===== config.mk =====
export PLATFORM = sky130hd
export DESIGN_NAME = dcache_axi_bridge
export DESIGN_NICKNAME = d
export VERILOG_FILES = /design/src/rtl/dcache_axi_bridge.sv
export SDC_FILE = /design/constraint.sdc
export NUM_CORES = 1
export LEC_CHECK = 0
export BUFFER_PORTS_ARGS = -buffer_cell sky130_fd_sc_hd__buf_4
export CELL_PAD_IN_SITES_DETAIL_PLACEMENT = 1
export CELL_PAD_IN_SITES_GLOBAL_PLACEMENT = 1
export CORE_MARGIN = 2
export CORE_UTILIZATION = 29
export CTS_CLUSTER_DIAMETER = 60
export DETAILED_ROUTE_END_ITERATION = 10
export PLACE_DENSITY = 0.9
export SLEW_MARGIN = 20
export SYNTH_ARGS = -nofsm -noshare
export SYNTH_HDL_FRONTEND = slang
export SYNTH_SLANG_ARGS = --single-unit

===== constraint.sdc =====
create_clock -name clk -period 2.95 [get_ports clk]
set_input_delay 0.1475 -clock clk [delete_from_list [all_inputs] [get_ports clk]]
set_output_delay 0.1475 -clock clk [all_outputs]
set_load 0.02 [all_outputs]

===== src/rtl/dcache_axi_bridge.sv =====
// Data-cache line-fill / write-back to AXI4 (32-bit) master bridge.
// Independent read and write FSMs; reads wait behind same-line write-backs.
module dcache_axi_bridge #(
  parameter int ID_W       = 4,
  parameter int RD_ID      = 0,
  parameter int WR_ID      = 1,
  parameter int LINE_BEATS = 16
) (
  input  logic            clk,
  input  logic            rst,
  input  logic            c_r_req,
  input  logic [31:0]     c_r_addr,
  output logic            c_r_rdy,
  output logic            c_ret_valid,
  output logic            c_ret_last,
  output logic [31:0]     c_r_data,
  input  logic            c_r_data_ready,
  input  logic            c_w_req,
  input  logic [31:0]     c_w_addr,
  output logic            c_w_rdy,
  input  logic            c_w_data_req,
  input  logic [31:0]     c_w_data,
  input  logic [3:0]      c_w_strb,
  input  logic            c_w_last,
  output logic            c_w_data_ready,
  output logic            c_b_valid,
  input  logic            c_b_ready,
  output logic            bus_err,
  output logic [31:0]     araddr,
  output logic [ID_W-1:0] arid,
  output logic [7:0]      arlen,
  output logic [2:0]      arsize,
  output logic [1:0]      arburst,
  output logic            arvalid,
  input  logic            arready,
  input  logic [31:0]     rdata,
  input  logic [ID_W-1:0] rid,
  input  logic [1:0]      rresp,
  input  logic            rlast,
  input  logic            rvalid,
  output logic            rready,
  output logic [31:0]     awaddr,
  output logic [ID_W-1:0] awid,
  output logic [7:0]      awlen,
  output logic [2:0]      awsize,
  output logic [1:0]      awburst,
  output logic            awvalid,
  input  logic            awready,
  output logic [31:0]     wdata,
  output logic [3:0]      wstrb,
  output logic            wlast,
  output logic            wvalid,
  input  logic            wready,
  input  logic [ID_W-1:0] bid,
  input  logic [1:0]      bresp,
  input  logic            bvalid,
  output logic            bready
);

  localparam logic [7:0] LAST_CNT = 8'(LINE_BEATS - 1);

  typedef enum logic [1:0] {R_IDLE, R_AR, R_DATA} r_state_e;
  typedef enum logic [1:0] {W_IDLE, W_AW, W_DATA, W_RESP} w_state_e;

  r_state_e    r_state_q, r_state_d;
  w_state_e    w_state_q, w_state_d;
  logic [31:0] ar_addr_q, ar_addr_d;
  logic [31:0] aw_addr_q, aw_addr_d;
  logic [7:0]  rd_cnt_q, rd_cnt_d;
  logic [7:0]  wr_cnt_q, wr_cnt_d;
  logic        ar_hold_q, ar_hold_d;
  logic        hazard;
  logic        ar_go;
  logic        rd_err;
  logic        wr_err;
  logic        unused_ids;

  assign unused_ids = ^{rid, bid};

  assign araddr  = ar_addr_q;
  assign arid    = ID_W'(RD_ID);
  assign arlen   = LAST_CNT;
  assign arsize  = 3'b010;
  assign arburst = 2'b01;
  assign awaddr  = aw_addr_q;
  assign awid    = ID_W'(WR_ID);
  assign awlen   = LAST_CNT;
  assign awsize  = 3'b010;
  assign awburst = 2'b01;

  assign hazard  = (w_state_q != W_IDLE) &&
                   (ar_addr_q[31:6] == aw_addr_q[31:6]);
  assign bus_err = rd_err | wr_err;

  always_ff @(posedge clk or posedge rst) begin
    if (rst) begin
      r_state_q <= R_IDLE;
      w_state_q <= W_IDLE;
      ar_addr_q <= '0;
      aw_addr_q <= '0;
      rd_cnt_q  <= '0;
      wr_cnt_q  <= '0;
      ar_hold_q <= 1'b0;
    end else begin
      r_state_q <= r_state_d;
      w_state_q <= w_state_d;
      ar_addr_q <= ar_addr_d;
      aw_addr_q <= aw_addr_d;
      rd_cnt_q  <= rd_cnt_d;
      wr_cnt_q  <= wr_cnt_d;
      ar_hold_q <= ar_hold_d;
    end
  end

  // Once AR is presented it is held even if a same-line write appears later.
  always_comb begin
    r_state_d   = r_state_q;
    ar_addr_d   = ar_addr_q;
    rd_cnt_d    = rd_cnt_q;
    ar_hold_d   = ar_hold_q;
    ar_go       = 1'b0;
    arvalid     = 1'b0;
    c_r_rdy     = 1'b0;
    rready      = 1'b0;
    c_ret_valid = 1'b0;
    c_ret_last  = 1'b0;
    c_r_data    = '0;
    rd_err      = 1'b0;
    unique case (r_state_q)
      R_IDLE: begin
        if (c_r_req) begin
          ar_addr_d = c_r_addr;
          rd_cnt_d  = '0;
          r_state_d = R_AR;
        end
      end
      R_AR: begin
        ar_go   = ar_hold_q || !hazard;
        arvalid = ar_go;
        if (ar_go && arready) begin
          c_r_rdy   = 1'b1;
          ar_hold_d = 1'b0;
          r_state_d = R_DATA;
        end else if (ar_go) begin
          ar_hold_d = 1'b1;
        end
      end
      R_DATA: begin
        rready      = c_r_data_ready;
        c_ret_valid = rvalid;
        c_ret_last  = rlast;
        c_r_data    = rdata;
        if (rvalid && c_r_data_ready) begin
          rd_cnt_d = rd_cnt_q + 8'd1;
          rd_err   = (rresp != 2'b00) ||
                     (rlast != (rd_cnt_q == LAST_CNT));
          if (rlast) r_state_d = R_IDLE;
        end
      end
      default: r_state_d = R_IDLE;
    endcase
  end

  always_comb begin
    w_state_d      = w_state_q;
    aw_addr_d      = aw_addr_q;
    wr_cnt_d       = wr_cnt_q;
    awvalid        = 1'b0;
    c_w_rdy        = 1'b0;
    wvalid         = 1'b0;
    wdata          = '0;
    wstrb          = '0;
    wlast          = 1'b0;
    c_w_data_ready = 1'b0;
    bready         = 1'b0;
    c_b_valid      = 1'b0;
    wr_err         = 1'b0;
    unique case (w_state_q)
      W_IDLE: begin
        if (c_w_req) begin
          aw_addr_d = c_w_addr;
          wr_cnt_d  = '0;
          w_state_d = W_AW;
        end
      end
      W_AW: begin
        awvalid = 1'b1;
        if (awready) begin
          c_w_rdy   = 1'b1;
          w_state_d = W_DATA;
        end
      end
      W_DATA: begin
        wvalid         = c_w_data_req;
        wdata          = c_w_data;
        wstrb          = c_w_strb;
        wlast          = c_w_last;
        c_w_data_ready = wready;
        if (c_w_data_req && wready) begin
          wr_cnt_d = wr_cnt_q + 8'd1;
          if (c_w_last) begin
            wr_err    = (wr_cnt_q != LAST_CNT);
            w_state_d = W_RESP;
          end
        end
      end
      W_RESP: begin
        bready    = c_b_ready;
        c_b_valid = bvalid;
        if (bvalid && c_b_ready) begin
          wr_err    = (bresp != 2'b00);
          w_state_d = W_IDLE;
        end
      end
      default: w_state_d = W_IDLE;
    endcase
  end

endmodule


==> results.md, run 1 <==
Power and ir drop:
- The clock network is responsible for 14.8% of the overall power.
- The share of total power in combinational logic is 56.1%.
- The power after layout is 7.54 mW.
- The power spent charging and discharging nets is 3.27 mW.
- The largest vdd supply drop is ~560 µV.
- The internal power component is 4.27 mW.
- The relative contribution of sequential cells to total power is between 20 and 30%.
- The areal power density over the cells is 1030 mW/mm².
- In this run the static leakage power is roughly 3.6 nW.
- The switching power as a share of total power is about 43%.

Finish:
- Cells with a size suffix above 1 make up ~53% of the layout.
- From synthesis to final layout, the design area changed by 55.9%.
- The final net count is 887.
- The multi-input logic area is 0.00232 mm².
- The filler cells instantiated in the layout total between 1500 and 2000.
- The finished cells cover roughly 0.0073 mm².
- For this run, the number of standard cells in the final layout without fillers is 944.
- 0 antenna diodes ended up in the layout.
- The area of all sequential standard cells is ~0.0021 mm².
- At the end of the flow the core is filled with cells to 46.1%.

Synth:
- The netlist uses 44 different library cells.
- Summing every instance area after synthesis gives 0.00468 mm².
- Counting flops with a built-in enable in the synthesized netlist gives 0.
- The post-synthesis area per instance is 10.9 µm².
- Yosys printed 0 warnings.
- Among all flip-flop cells after synthesis, the most frequent one is sky130_fd_sc_hd__dfrtp_1.
- The synthesized design contains 85 register bits.
- After synthesis, the share of flip-flops with an asynchronous set or reset is 100%.
- The number of cells produced by synthesis is 429.
- The share of synthesized area occupied by flip-flops and latches is 45.5%.

Drt:
- Detailed routing inserted a total of 4193 vias.
- For this block, the routed nets add up to about 17000 µm of wire.
- The count of nets left with antenna violations after detail routing is 0.
- For this run, design rule violations remaining after detail routing come to 0.
- The ratio of routed vias to standard cells is 4.44.
- Before antenna repair, the detailed router went through 4 iterations.
- The per-cell routed wire length is between 15 and 20 µm.
- The count of routing violations after the opening detailed-route iteration is 54.

Timing:
- The minimum hold slack is 0.0389 ns.
- For the final database, setup skew stands at 0.00827 ns.
- The count of final hold-check violations was 0.
- For the pin with the worst max-slew slack, the measured transition is 0.728 ns.
- The aggregate negative setup slack is 0 ns.
- In the post-route analysis, the smallest setup slack over all paths is 0.612 ns.
- Setup repair after global routing left no endpoint under its margin.
- The final worst-path cycle share is 79.3%.
- The maximum clock frequency is between 400 and 500 MHz.
- Setup violations remaining at the end of the flow were counted as 0.
- The total count of max-transition violations in the final report is 0.
- For the finished layout, the period the worst path requires is 2.34 ns.
- The worst slew margin relative to its limit is 51.4%.

Global routing:
- Summed over all layers, the global routing overflow is 0.
- Global routing used 18.9% of the available tracks.
- The first global-routing pass estimated between 20000 and 25000 µm of wire.
- The initial antenna violation count is 0.
- The via count of the first global-routing pass is roughly 4400.
- Entering global routing, the biggest net connects between 40 and 50 pins.

Clocking:
- Counting along the longest clock path gives a buffer depth of 2.
- The clock transition at the registers of the reported paths is about 0.070 ns.
- The number of setup buffers added after CTS is 0.
- The number of gates resized after CTS is 0.
- The root buffer selected by CTS is sky130_fd_sc_hd__clkbuf_16.
- The clock reaches the later pin of the worst-skew pair after between 0.3 and 0.4 ns.
- In this run, CTS created clock tree buffers numbering 9.
- The number of hold buffers added after CTS was 1.
- The H-tree was split into 3 levels.
- For this design, the sink count on the clock tree is 85.
- The clock tree from TritonCTS is done.

Floorplan:
- In this run the core area contains 46 standard-cell rows.
- The die boundary width is 131 µm.
- The area of the die is 0.0172 mm².
- During I/O placement, the number of pins put on the boundary was 337.
- Once the floorplan was initialized, standard cells occupied slightly below 30% of the core.
- The area of the core region is 0.0158 mm².
- The die extent in y is 131 µm.

Setup path:
- STA classifies the critical path endpoint as an output pin.
- The critical path start-end classification is reg2out.
- Along the worst path, the maximum fanout reaches 6.
- STA classifies the critical path startpoint as a register.
- For the worst setup path, the data arrival time is 2.19 ns.
- STA puts the critical path data required time at approximately 2.8 ns.

Placement:
- In this run the tool buffered the top-level ports with 294 buffer cells.
- The detailed-placement wirelength estimate is 14100 µm.
- Counting tap cells, the placed design contains a total of 927 instances.
- The weighted congestion at the end of routability-driven global placement is 0.876.
- Once placement finished, the instance area stood at 0.00700 mm².
- OpenSTA, run right after detailed placement, puts the worst setup slack at 0.666 ns.

Status:
- The flow ran to the end, and the final reports show no timing, DRC or antenna violations.

Run:
- The number of maximum-capacitance violations is 0.

Worst hold path:
- The worst min-delay path category is in2reg.
[metal layers]
layer  up-vias  wire length, µm  global-route usage (%)
met1      1983             6480                    20.7
met4         0              441                    6.88
li1       1974                -                       -
met5         -                0                       0
met2       217             8480                    33.5
met3        19             1680                    6.88
[critical path, cell delays in order, from the launching register on]
cell	delay, ns
sky130_fd_sc_hd__dfrtp_1	0.38
sky130_fd_sc_hd__inv_1	0.09
sky130_fd_sc_hd__ha_1	0.29
sky130_fd_sc_hd__nor2_1	0.17
sky130_fd_sc_hd__nand4_1	0.14
sky130_fd_sc_hd__nor4_1	0.33
sky130_fd_sc_hd__buf_4	0.20
sky130_fd_sc_hd__a21oi_1	0.08
sky130_fd_sc_hd__buf_4	0.18
[cells in the mapped netlist, types with 2 or more instances]
cell                       count  area (µm²)
sky130_fd_sc_hd__nor3_1        3        15.0
sky130_fd_sc_hd__clkbuf_1     10        37.5
sky130_fd_sc_hd__xnor2_1      31         272
sky130_fd_sc_hd__xor2_1        2        17.5
sky130_fd_sc_hd__nand4_1       9        56.3
sky130_fd_sc_hd__o31ai_1       2        15.0
sky130_fd_sc_hd__a21oi_1      10        50.1
sky130_fd_sc_hd__or4_1         4        30.0
sky130_fd_sc_hd__dfrtp_1      85        2130
sky130_fd_sc_hd__buf_1         2        7.51
sky130_fd_sc_hd__and2_1       79         494
sky130_fd_sc_hd__nand3_1      10        50.1
sky130_fd_sc_hd__nor2b_1       3        18.8
sky130_fd_sc_hd__nand2_1      12        45.0
sky130_fd_sc_hd__ha_1          6        75.1
sky130_fd_sc_hd__mux2_2       65         732
sky130_fd_sc_hd__o211ai_1      2        15.0
sky130_fd_sc_hd__buf_4        34         255
sky130_fd_sc_hd__or3_1         2        12.5
sky130_fd_sc_hd__buf_2         4        20.0
sky130_fd_sc_hd__inv_1         7        26.3
sky130_fd_sc_hd__nor4_1        6        37.5
sky130_fd_sc_hd__nor2_1       13        48.8
sky130_fd_sc_hd__conb_1        2        7.51
sky130_fd_sc_hd__o21ai_0       7        35.0
[power groups by stage]
stage | clock network, mW | logic [mW] | registers (mW)
after floorplan | 0 | 1.97 | 2.66
after global placement | 0 | 4.19 | 2.17
after detailed placement | 0 | 4.28 | 2.22
after CTS | 1.14 | 4.29 | 2.21
after global routing | 1.19 | 4.52 | 2.28
final | 1.11 | 4.23 | 2.20
[placed cells by master (no fill, tap or decap), drive strengths merged, types with 3 or more instances in the layout]
cell / count
a21oi: 10
and2: 79
buf: 301
clkbuf: 10
clkinv: 3
conb: 34
dfrtp: 85
ha: 6
inv: 9
mux2: 65
nand2: 12
nand3: 10
nand4: 9
nor2: 13
nor2b: 3
nor3: 3
nor4: 6
o21ai: 7
or4: 4
xnor2: 31
[registers in the layout (all words and copies together), names as in the netlist]
name	cells
ar_hold_q	1
araddr	32
awaddr	32
r_state_q	2
rd_cnt_q	8
w_state_q	2
wr_cnt_q	8
[path summary, 6_finish.rpt]
path / start / to / slack [ns] / cells past startpoint
min reg2reg: awaddr[2] / awaddr[2] / 0.51 / 1
max in group asynchronous: rst / r_state_q[0] / 1.65 / 4
max: w_state_q[0] / c_r_rdy / 0.61 / 8
min: c_r_addr[4] / araddr[4] / 0.04 / 2
max reg2reg: w_state_q[0] / wr_cnt_q[5] / 0.65 / 6
min in group asynchronous: rst / wr_cnt_q[3] / 0.48 / 3
[cell families after synthesis]
group / count (synthesis) / synth area share (%)
AO/OA/AOI/OAI: 32 / 4.84
buffers and inverters: 58 / 7.65
multiplexers: 66 / 15.9
adder cells (fa/ha/maj): 6 / 1.60
flip-flops: 85 / 45.5
other: 2 / 0.160
XOR/XNOR: 33 / 6.18
AND/OR/NAND/NOR: 147 / 18.3
[area by class of cell]
cell class	count	area share, %
Sequential cell	85	29.1
Timing Repair Buffer	302	31.1
Multi-Input combinational cell	318	31.8
Inverter	7	0.377
Clock buffer	10	3.14
Tap cell	216	3.70
Clock inverter	6	0.772
Note: power is estimated with default switching activity, not from simulation.
==> run 2, diff against run 1 <==
--- a/config.mk
+++ b/config.mk
@@ -5,14 +5,15 @@
 export SDC_FILE = /design/constraint.sdc
 export NUM_CORES = 1
 export LEC_CHECK = 0
+export ABC_AREA = 1
 export BUFFER_PORTS_ARGS = -buffer_cell sky130_fd_sc_hd__buf_4
 export CELL_PAD_IN_SITES_DETAIL_PLACEMENT = 1
 export CELL_PAD_IN_SITES_GLOBAL_PLACEMENT = 1
 export CORE_MARGIN = 2
-export CORE_UTILIZATION = 29
+export CORE_UTILIZATION = 25
 export CTS_CLUSTER_DIAMETER = 60
 export DETAILED_ROUTE_END_ITERATION = 10
-export PLACE_DENSITY = 0.9
+export PLACE_DENSITY = 0.88
 export SLEW_MARGIN = 20
 export SYNTH_ARGS = -nofsm -noshare
 export SYNTH_HDL_FRONTEND = slang
==> constraint.sdc (replaced) <==
create_clock -name clk -period 2 [get_ports clk]
set_input_delay 0.1 -clock clk [delete_from_list [all_inputs] [get_ports clk]]
set_output_delay 0.1 -clock clk [all_outputs]
set_load 0.02 [all_outputs]
==> run 2 against run 1 <==
  * Register-to-register slack worse by 0.37 ns
  * Routed wire length grew 25%
  * Utilization decreased by 2.3 points
  * Critical path type unchanged
  * Sequential cell count unchanged
  * Largest power group unchanged
  * Critical path depth up 1
  * Die area is 23% higher
  * Clock power up 68%
  * Sequential power rose by 41%
  * Cell area up 17%
  * Final cell count rose by 45%
  * Power increased by 58%
  * Worst hold slack got worse by 0.0060 ns
==> results.md, run 2 <==
Status:
- The run finished with clean final reports.

Clocking:
- The worst-skew pair later-pin latency is 0.35 ns (about the same).
- The clock transition at the registers of the reported paths was 0.07 ns (about the same).
- The count of clock tree sinks was 85 (unchanged).
- The H-tree depth is 3 (unchanged).
- The tree is rooted in a sky130_fd_sc_hd__clkbuf_16.
- The worst-case clock buffer depth came to 2 (unchanged).
- The clock tree from TritonCTS is done.
- The number of buffers created by CTS came to 9 (unchanged).

Placement:
- The total cell area at the placement stage is 0.00739 mm² (+5.6%).
- The worst setup timing slack at the placement stage is 0.111 ns (-0.554 ns).
- The count of input and output buffers was 294 (unchanged).
- The weighted congestion at the end of routability-driven global placement is 0.823 (-6.1%).
- The detailed-placement wirelength estimate is 15200 µm (+8.3%).
- The number of cells after detailed placement is 1274 (+37%).

Power and ir drop:
- The switching power as a share of total power is 47.3% (+3.9 points).
- The relative contribution of sequential cells to total power is 26.0% (-3.2 points).
- The clock network fraction of design power was 15.6% (+0.8 points).
- The power spent charging and discharging nets is 5.64 mW (+73%).
- The largest vdd supply drop was 510 µV (-9.3%).
- The power after layout is 11.9 mW (+58%).
- The share of total power in combinational logic is 58.4% (+2.3 points).
- The internal power component is 6.30 mW (+47%).
- The areal power density over the cells is 1400 mW/mm² (+36%).
- The leakage power figure is 4.95 nW (+38%).

Synth:
- The post-synthesis area per instance is 6.82 µm² (-37%).
- Among all flip-flop cells after synthesis, the most frequent one is sky130_fd_sc_hd__dfrtp_1.
- The share of synthesized area occupied by flip-flops and latches is 42.8% (-2.7 points).
- By area the synthesized netlist is led by sky130_fd_sc_hd__dfrtp_1 (43%), sky130_fd_sc_hd__nand2_1 (20%), sky130_fd_sc_hd__inv_1 (11%).
- The number of synthesized register bits is 85 (unchanged).
- The xor and xnor fraction of the mapped netlist area is 1.41% (-4.8 points).
- Counting instances in the post-synthesis netlist gives the leading cell types as sky130_fd_sc_hd__nand2_1 (262), sky130_fd_sc_hd__inv_1 (146), sky130_fd_sc_hd__dfrtp_1 (85), sky130_fd_sc_hd__nor2_1 (64), sky130_fd_sc_hd__o21ai_0 (45).
- The adder-cell share of the synthesized area is 1.51% (-0.095 points).
- The share of synthesized registers carrying an async set or reset is 100% (unchanged).
- The proportion of synthesized area in mux cells was 0% (-16 points).
- The leading area contributor after synthesis is sky130_fd_sc_hd__dfrtp_1.
- The post-synthesis compound-gate area fraction is 6.59% (+1.8 points).
- In the post-synthesis netlist, the cell with the most instances is sky130_fd_sc_hd__nand2_1.
- The area of the mapped netlist is 0.00497 mm² (+6.3%).
- The synthesis warning total is 0 (unchanged).
- The area fraction of the dominant cell type after synthesis is 42.8% (-2.7 points).
- The unique cell type count in the Yosys netlist is 34 (-23%).
- The simple-gate share of the synthesized area was 29.2% (+11 points).
- The number of cells produced by synthesis is 729 (+70%).
- By area, the combinational part of the netlist is dominated by simple AND/OR/NAND/NOR gates.
- The number of enable-type register cells in the synthesized netlist was 0 (unchanged).

Timing:
- The worst clock skew was 0.0114 ns (+0.00310 ns).
- The worst-margin pin slew was 0.581 ns (-0.147 ns).
- The least setup slack across all paths after layout is 0.0322 ns (-0.580 ns).
- The final worst-path cycle share is between 90% and 100%.
- The count of final hold-check violations is 0 (unchanged).
- Setup repair after global routing could not meet its margin everywhere.
- The smallest clock period supported by the final layout is computed as 1.97 ns.
- The aggregate negative setup slack came to 0 ns (unchanged).
- The total count of max-transition violations in the final report came to 0 (unchanged).
- The worst slew margin relative to its limit is 61.2% (+9.8 points).
- Timing would allow up to 508 MHz.
- The total setup violations reported at the end of the flow came to 0 (unchanged).

Finish:
- The number of standard cells in the layout, taps in and fillers out is 1368 (+45%).
- The library cell used most frequently in the layout, excluding fill and tap cells, is sky130_fd_sc_hd__buf_4.
- Leaving out fill and tap cells, the most frequent cells in the layout are sky130_fd_sc_hd__buf_4 (308), sky130_fd_sc_hd__nand2_1 (261), sky130_fd_sc_hd__inv_1 (143).
- The fill cell total of the finished layout is 2410 (+34%).
- The share of cells above drive strength 1 is 32.5% (-21 points).
- The total non-filler cell area in the finished layout is 0.00852 mm² (+17%).
- The final net count is 1259 (+42%).
- The area growth from synthesis to layout is 71.3%.

Floorplan:
- The starting density of the core was 25.6% (-4.0 points).
- The area of the die is 0.0210 mm² (+23%).
- The die extent in y is 145 µm (+11%).
- The I/O pin count is 337 (unchanged).
- The floorplan row count is 51 (+11%).
- The die boundary width is 145 µm (+11%).
- The area of the core region is 0.0195 mm² (+23%).

Drt:
- The count of routing violations after the opening detailed-route iteration was 175 (+220%).
- The routed length on met2 came to 11200 µm (+32%).
- The routed length on met3 is 1010 µm (-40%).
- The final routed DRC violation total was 0 (unchanged).
- The count of nets left with antenna violations after detail routing is 0 (unchanged).
- The ratio of routed vias to standard cells is 4.20 (-5.3%).
- The total routed wire length on the met1 layer is 8680 µm (+34%).
- The number of vias in the routed layout came to 5752 (+37%).
- The sum of routed wire length over all layers is 21400 µm (+25%).
- The per-cell routed wire length was 15.7 µm (-13%).
- Signal routing reaches up to met4.
- The detailed-router iteration count before antenna repair is 4 (unchanged).

Global routing:
- The aggregate global-route resource usage is 20.1% (+1.2 points).
- The first-pass GRT wire length came to 33800 µm (+39%).
- The pin count of the biggest net entering global routing is 54 (+29%).
- The remaining global-route overflow is 0 (unchanged).
- The via count of the first global-routing pass is 6279 (+44%).
- The initial antenna violation count is 3 (+3).

Setup path:
- The signal on the critical path passes through inv_1 -> ha_2 -> inv_2 -> nand3_4 -> nor2_4 -> nand2_1 -> nor2_2 -> a21oi_1 -> buf_4.
- The count of buffering cells on the critical path with inverters included was 3 (unchanged).
- The critical path data required time is 1.90 ns (-0.90 ns).
- The data arrival time at the worst-slack endpoint is 1.87 ns (-0.32 ns).
- The highest net fanout along the worst path is 3 (-3).
- The largest incremental delay on the critical path came to 0.38 ns (about the same).
- The critical path start-end classification is reg2out.
- The endpoint type of the worst setup path is an output pin.
- Grouping stages by cell kind, the critical path spends the most delay in flip-flops.
- The kind of launch point of the worst setup path is a register.
- The cell with the biggest individual delay on the critical path is sky130_fd_sc_hd__dfrtp_1.

Run:
- The number of maximum-capacitance violations is 0 (unchanged).

Worst hold path:
- The worst hold path belongs to the class in2reg.
[run 2: changes by cell type after synthesis, moves of 38 or more]
cell / previous run / this run
sky130_fd_sc_hd__nand2_1: 12 / 262
sky130_fd_sc_hd__inv_1: 7 / 146
sky130_fd_sc_hd__and2_1: 79 / 0
sky130_fd_sc_hd__mux2_2: 65 / 0
sky130_fd_sc_hd__nor2_1: 13 / 64
sky130_fd_sc_hd__o21ai_0: 7 / 45
[run 2: path summary, 6_finish.rpt]
check                             start      endpoint  slack [ns]  cells past startpoint
min reg2reg                   araddr[0]     araddr[0]        0.48                      2
max in group asynchronous           rst   wr_cnt_q[4]        1.03                      4
max                        w_state_q[0]       arvalid        0.03                      9
max reg2reg                w_state_q[1]  w_state_q[1]        0.28                      8
min                             arready  r_state_q[0]        0.03                      4
min in group asynchronous           rst     awaddr[2]        0.39                      3
[run 2: cells by family after synthesis]
family	Yosys count
AND/OR/NAND/NOR	360
buffers and inverters	205
flip-flops	85
AO/OA/AOI/OAI	63
XOR/XNOR	8
adder cells (fa/ha/maj)	6
other	2
[run 2: power groups by stage]
stage / combinational, mW / sequential, mW / clock (mW)
floorplan: 3.03 / 3.75 / 0
global placement: 6.32 / 3.09 / 0
detailed placement: 6.52 / 3.12 / 0
CTS: 6.72 / 3.10 / 1.91
global route: 7.57 / 3.23 / 1.98
finish: 6.97 / 3.11 / 1.86
[run 2: metal layers]
layer	vias up	GRT usage, %
met5	-	0
met4	0	6.14
met3	30	4.97
met2	185	36.5
met1	2741	23.2
li1	2796	-
[run 2: area by class of cell]
class                   instances  area (µm²)  share of cell area (%)
multi-input cells             471        2110                    24.7
inverters                     149         563                    6.61
flip-flops and latches         85        2130                    25.0
clock inverters                 6        83.8                   0.984
repair buffers                379        3060                    35.9
diodes                          3        7.51                  0.0881
clock buffers                  10         239                    2.81
well taps                     265         332                    3.89
[run 2: per-stage QoR]
step / hold WS [ns] / util (%)
5_1_grt: 0.0573 / 43.8
3_3_place_gp: 0.198 / 38.0
4_1_cts: 0.0216 / 43.2
6_report: 0.0329 / 43.8
2_1_floorplan: 0.210 / -
3_5_place_dp: 0.211 / 38.0
[run 2: timing repair]
item,CTS,global route
endpoints found under the hold margin,85,0
hold buffers,65,0
setup buffers,3,7
setup endpoints to repair,24,27
pin swaps,1,4
resized for setup,10,12
[run 2: worst min-delay path: stages]
cell and delay, ns:
sky130_fd_sc_hd__buf_4 0.09, sky130_fd_sc_hd__nand2_1 0.05, sky130_fd_sc_hd__nand2_1 0.05, sky130_fd_sc_hd__nand2_1 0.04
